===== src/rtl/ibex_ctx_register_file.sv =====
// Multi-context integer register file with a background clear engine that
// wipes one context word-by-word while the core keeps running.

module ibex_ctx_register_file_bank #(
    parameter int                   NumRegs     = 32,
    parameter int                   DataWidth   = 32,
    parameter logic [DataWidth-1:0] WordZeroVal = '0
) (
    input  logic                                clk_i,
    input  logic                                rst_ni,
    input  logic                                we_i,
    input  logic [4:0]                          waddr_i,
    input  logic [DataWidth-1:0]                wdata_i,
    output logic [NumRegs-1:0][DataWidth-1:0]   regs_o
);

    // x0 has no storage; it is a constant tie-off.
    assign regs_o[0] = WordZeroVal;

    for (genvar r = 1; r < NumRegs; r++) begin : g_word
        logic [DataWidth-1:0] word_q;

        always_ff @(posedge clk_i or negedge rst_ni) begin
            if (!rst_ni) begin
                word_q <= WordZeroVal;
            end else if (we_i && (waddr_i == 5'(r))) begin
                word_q <= wdata_i;
            end
        end

        assign regs_o[r] = word_q;
    end

endmodule

module ibex_ctx_register_file #(
    parameter int                   NumCtx      = 2,
    parameter bit                   RV32E       = 1'b0,
    parameter int                   DataWidth   = 32,
    parameter logic [DataWidth-1:0] WordZeroVal = '0,
    localparam int                  CtxW        = (NumCtx > 1) ? $clog2(NumCtx) : 1
) (
    input  logic                 clk_i,
    input  logic                 rst_ni,

    input  logic [CtxW-1:0]      ctx_sel_i,

    input  logic [4:0]           raddr_a_i,
    output logic [DataWidth-1:0] rdata_a_o,
    input  logic [4:0]           raddr_b_i,
    output logic [DataWidth-1:0] rdata_b_o,

    input  logic [4:0]           waddr_i,
    input  logic [DataWidth-1:0] wdata_i,
    input  logic                 we_i,

    output logic [DataWidth-1:0] ra_o,

    input  logic                 clr_req_i,
    input  logic [CtxW-1:0]      clr_ctx_i,
    output logic                 clr_busy_o,
    output logic                 clr_done_o
);

    localparam int               NumRegs  = RV32E ? 16 : 32;
    localparam int               AW       = RV32E ? 4 : 5;
    localparam logic [5:0]       NumRegsL = 6'(NumRegs);
    localparam logic [CtxW:0]    NumCtxL  = (CtxW + 1)'(NumCtx);
    localparam logic [4:0]       LastPtr  = 5'(NumRegs - 1);

    localparam logic [0:0]       IDLE     = 1'b0;
    localparam logic [0:0]       CLEAR    = 1'b1;

    logic [0:0]      state_q, state_d;
    logic [4:0]      ptr_q, ptr_d;
    logic [CtxW-1:0] cctx_q, cctx_d;
    logic            done_q, done_d;

    logic ctx_ok, clr_ctx_ok, core_ok, stall, eng_we;

    logic [NumCtx-1:0][NumRegs-1:0][DataWidth-1:0] bank_rd;

    assign ctx_ok     = ({1'b0, ctx_sel_i} < NumCtxL);
    assign clr_ctx_ok = ({1'b0, clr_ctx_i} < NumCtxL);
    assign core_ok    = we_i && (waddr_i != 5'd0) && ({1'b0, waddr_i} < NumRegsL) && ctx_ok;

    // A core write into the context being cleared wins the cycle; the engine
    // retries the same word next cycle, so late core writes at >= ptr still get wiped.
    assign stall  = (state_q == CLEAR) && core_ok && (ctx_sel_i == cctx_q);
    assign eng_we = (state_q == CLEAR) && !stall;

    always_comb begin
        state_d = state_q;
        ptr_d   = ptr_q;
        cctx_d  = cctx_q;
        done_d  = 1'b0;
        case (state_q)
            IDLE: begin
                if (clr_req_i && clr_ctx_ok) begin
                    state_d = CLEAR;
                    cctx_d  = clr_ctx_i;
                    ptr_d   = 5'd1;
                end
            end
            CLEAR: begin
                if (!stall) begin
                    if (ptr_q == LastPtr) begin
                        state_d = IDLE;
                        ptr_d   = 5'd1;
                        done_d  = 1'b1;
                    end else begin
                        ptr_d = ptr_q + 5'd1;
                    end
                end
            end
            default: state_d = IDLE;
        endcase
    end

    always_ff @(posedge clk_i or negedge rst_ni) begin
        if (!rst_ni) begin
            state_q <= IDLE;
            ptr_q   <= 5'd1;
            cctx_q  <= '0;
            done_q  <= 1'b0;
        end else begin
            state_q <= state_d;
            ptr_q   <= ptr_d;
            cctx_q  <= cctx_d;
            done_q  <= done_d;
        end
    end

    assign clr_busy_o = (state_q == CLEAR);
    assign clr_done_o = done_q;

    for (genvar c = 0; c < NumCtx; c++) begin : g_ctx
        logic core_hit, eng_hit;

        assign core_hit = core_ok && (ctx_sel_i == CtxW'(c));
        assign eng_hit  = eng_we && (cctx_q == CtxW'(c));

        ibex_ctx_register_file_bank #(
            .NumRegs     (NumRegs),
            .DataWidth   (DataWidth),
            .WordZeroVal (WordZeroVal)
        ) u_bank (
            .clk_i   (clk_i),
            .rst_ni  (rst_ni),
            .we_i    (core_hit || eng_hit),
            .waddr_i (core_hit ? waddr_i : ptr_q),
            .wdata_i (core_hit ? wdata_i : WordZeroVal),
            .regs_o  (bank_rd[c])
        );
    end

    always_comb begin
        rdata_a_o = WordZeroVal;
        rdata_b_o = WordZeroVal;
        ra_o      = WordZeroVal;
        for (int c = 0; c < NumCtx; c++) begin
            if (ctx_sel_i == CtxW'(c)) begin
                rdata_a_o = bank_rd[c][raddr_a_i[AW-1:0]];
                rdata_b_o = bank_rd[c][raddr_b_i[AW-1:0]];
                ra_o      = bank_rd[c][1];
            end
        end
        if ({1'b0, raddr_a_i} >= NumRegsL) rdata_a_o = WordZeroVal;
        if ({1'b0, raddr_b_i} >= NumRegsL) rdata_b_o = WordZeroVal;
    end

endmodule

===== config.mk =====
export PLATFORM = sky130hd
export DESIGN_NAME = ibex_ctx_register_file
export DESIGN_NICKNAME = d
export VERILOG_FILES = /design/src/rtl/ibex_ctx_register_file.sv
export SDC_FILE = /design/constraint.sdc
export NUM_CORES = 2
export LEC_CHECK = 0
export BUFFER_PORTS_ARGS = -buffer_cell sky130_fd_sc_hd__buf_4
export CAP_MARGIN = 5
export CORE_MARGIN = 2
export CORE_UTILIZATION = 60
export CTS_CLUSTER_DIAMETER = 100
export DETAILED_ROUTE_END_ITERATION = 10
export PLACE_DENSITY_LB_ADDON = 0.25
export SLEW_MARGIN = 20
export SYNTH_ARGS = -nofsm -noshare
export SYNTH_HDL_FRONTEND = slang
export SYNTH_SLANG_ARGS = --single-unit

===== constraint.sdc =====
create_clock -name clk_i -period 3.5 [get_ports clk_i]
set_input_delay 0.175 -clock clk_i [delete_from_list [all_inputs] [get_ports clk_i]]
set_output_delay 0.175 -clock clk_i [all_outputs]
set_load 0.05 [all_outputs]

==> impl_results.md <==
* Status: finished clean
* Avg Cell Area, Syn at around 12 um2
* Number of top-level pins at 151
* R2r worst-path depth at 6
* Placed insts at between 10000 and 15000
* CTS buffer count at 204
* Routed via count at roughly 83000
* Hold Path Class: in -> async
* FF+latch count, synth at about 2000
* Row count at between 150 and 200
* DR DRC count at 0
* Synth unique cells at between 60 and 70
* Max_slew headroom at 21.8%
* Minimum clock period at about 3.4 ns
* Antenna violations before repair at 10
* Via/cell ratio at ~7.2
* Endpoints failing hold at 0
* Vias in the first global route at 83000
* Routed WL at ~380000 um
* Register area share after synthesis at ~47%
* Setup bufs post-CTS at 0
* Clock Pin Slew Worst Setup and Hold Paths at ~0.06 ns
* CTS Root Cell: clkbuf_16
* Number of nets with antenna violations after routing at 0
* Total GRT Usage at a little over two fifths
* DP Area at between 100000 and 150000 um2
* First-pass DRT Iterations at 7
* Layout cells sized above 1 at slightly above 30%
* PwrDens at ~690 nW/um2
* Max-cap viol count at 0
* Clock sinks at 1992
* Number of H-tree levels at 4
* Final core occ at approximately 68%
* Design Area, Final at ~120000 um2
* # nets final at approximately 9000
* Placer's final routability congestion estimate at about 0.97
* Unrepaired setup endpoints after global routing: no
* Die Wd at ~420 um
* Starting density of the core at approximately three fifths
* Core area at approximately 170000 um2
* Crit path launch type: register
* Slew Viols, Final at 0
* EDFF count, synth at 0
* Die extent in y at around 420 um
* Clock skew at 0.0320 ns
* Tcrit/Tclk final at between 90% and 100%
* Hpwl dp at 243000 um
* Post-synth ARST share at between 90% and 100%
* Largest net degree at the start of global routing at around 110
* Worst-margin pin slew at 1.17 ns
* CP max FO at 3
* CTS tree: yes
* Max Root-Sink Buffers at 3
* Global-route wire length before repair at about 560000 um
* Crit end category: primary output
* Iter 0 DRT Violations at just over 10000
* Synthesis warning total at 0
* Full die area at about 180000 um2
* Post-synth top flop: dfrtp_1
* Commonest non-fill, non-tap cell in the layout: dfrtp_1
* Fill count at roughly 12000
* Commonest cells after routing, fill and taps aside: dfrtp_1, nand2_1, o21ai_0
* Final hold slack at a little under 0.09 ns
* Peak VDD IR at between 0.5 and 0.6 mV
* Max Freq at 0.291 GHz
* Synth-to-layout area growth at 12.9%
* Leak at between 0.05 and 0.06 uW
* I/O Buffers at 150
* Total gr overflow at 0
* Worst skew pair latency at about 0.89 ns
* Critical path arrival at 3.26 ns
* Syn Nets at ~9000
* WL per Instance at ~33 um
* Mapped Cells at ~8900
* Synth Cell Area at ~110000 um2
* TNS Setup at 0 ns
* Finished Layout Cells at approximately 11000
* WS Path Type: reg -> out
* Req. time, crit path at between 3 and 4 ns
* Number of setup violations in the final report at 0
[cell type report]
type / count / area (um2) / area share [%]
flip-flops and latches: 1992 / 49800 / 41.9
diodes: 14 / 35.0 / 0.0294
well taps: 2325 / 2910 / 2.44
inverters: 9 / 38.8 / 0.0326
repair buffers: 668 / 6920 / 5.81
clock inverters: 84 / 1100 / 0.924
multi-input cells: 6029 / 52100 / 43.8
clock buffers: 300 / 6040 / 5.08
[through the flow]
| stage | power (uW) | setup WS (ns) |
|---|---|---|
| after CTS | 81700 | 0.0616 |
| after global routing | 85700 | 0.0692 |
| final | 82300 | 0.0650 |
| after global placement | 57100 | 0.291 |
| after floorplan | 50100 | 0.465 |
| after detailed placement | 58500 | 0.315 |
[sequential cells by signal (all words and copies together), names as in the netlist]
name and cells:
cctx_q 1, clr_busy_o 1, g_ctx.u_bank.g_word.word_q 1984, clr_done_o 1
ptr_q 5
[cell families after synthesis]
group / synth area share (%)
AND/OR/NAND/NOR: 7.56
XOR/XNOR: 0.00831
AO/OA/AOI/OAI: 11.1
adder cells (fa/ha/maj): 0.0237
buffers and inverters: 3.69
multiplexers: 30.3
flip-flops: 47.3
[repair_timing]
| item | CTS | global route |
|---|---|---|
| setup endpoints to repair | 1 | 0 |
| hold endpoints to repair | 2031 | 0 |
| hold buffers | 36 | 0 |
| gates resized for setup | 2 | 0 |
[Yosys cell counts, drive strengths merged, types with 12 or more instances]
cell type / n / area, um2
dfrtp: 1991 / 49800
nand2: 1380 / 5180
o21ai: 1226 / 6140
mux2: 965 / 10900
mux4: 745 / 16800
clkbuf: 583 / 2190
mux2i: 433 / 4330
buf: 333 / 1670
o22ai: 223 / 1410
nor3: 165 / 847
a22oi: 164 / 1230
a21oi: 132 / 661
nor2: 92 / 355
and2: 67 / 419
a221oi: 66 / 578
a211oi: 64 / 490
o221ai: 59 / 517
nor2b: 51 / 319
or3: 33 / 211
and3: 31 / 194
nand3: 31 / 220
o2bb2ai: 29 / 254
nand2b: 14 / 87.6
o211ai: 12 / 161
[worst max-delay path, cell delays in order, from the launching register on]
cell	delay, ns
dfrtp_1	0.42
mux4_2	0.49
mux4_2	0.50
a2111oi_4	0.40
buf_4	0.21
a21oi_1	0.11
buf_4	0.25
[power breakdown]
group | switching, uW | internal [uW] | total, uW
clock network | 9740 | 13500 | 23300
registers | 6010 | 30200 | 36200
logic | 11700 | 11100 | 22800
total | 27500 | 54800 | 82300
[final timing paths]
| check | endpoint | from | slack (ns) |
|---|---|---|---|
| hold reg to reg | g_ctx[0].u_bank.g_word[22].word_q[21] | g_ctx[0].u_bank.g_word[22].word_q[21] | 0.50 |
| hold / removal | g_ctx[0].u_bank.g_word[22].word_q[0] | rst_ni | 0.09 |
| setup / recovery | rdata_b_o[31] | g_ctx[0].u_bank.g_word[10].word_q[31] | 0.07 |
| setup reg to reg | g_ctx[0].u_bank.g_word[22].word_q[1] | clr_busy_o | 0.46 |
| max in group asynchronous | g_ctx[0].u_bank.g_word[22].word_q[26] | rst_ni | 2.15 |
| min in group clk_i | ptr_q[4] | we_i | 0.15 |
[layer usage]
layer / track usage, % / share of wire [%] / up-vias
met5: 0.161 / 0.011 / -
met4: 33.0 / 9.5 / 6
met3: 14.0 / 14 / 1798
met2: 61.2 / 43 / 6214
met1: 54.4 / 34 / 41600
li1: - / - / 33200
Note: power is estimated with default switching activity, not from simulation.
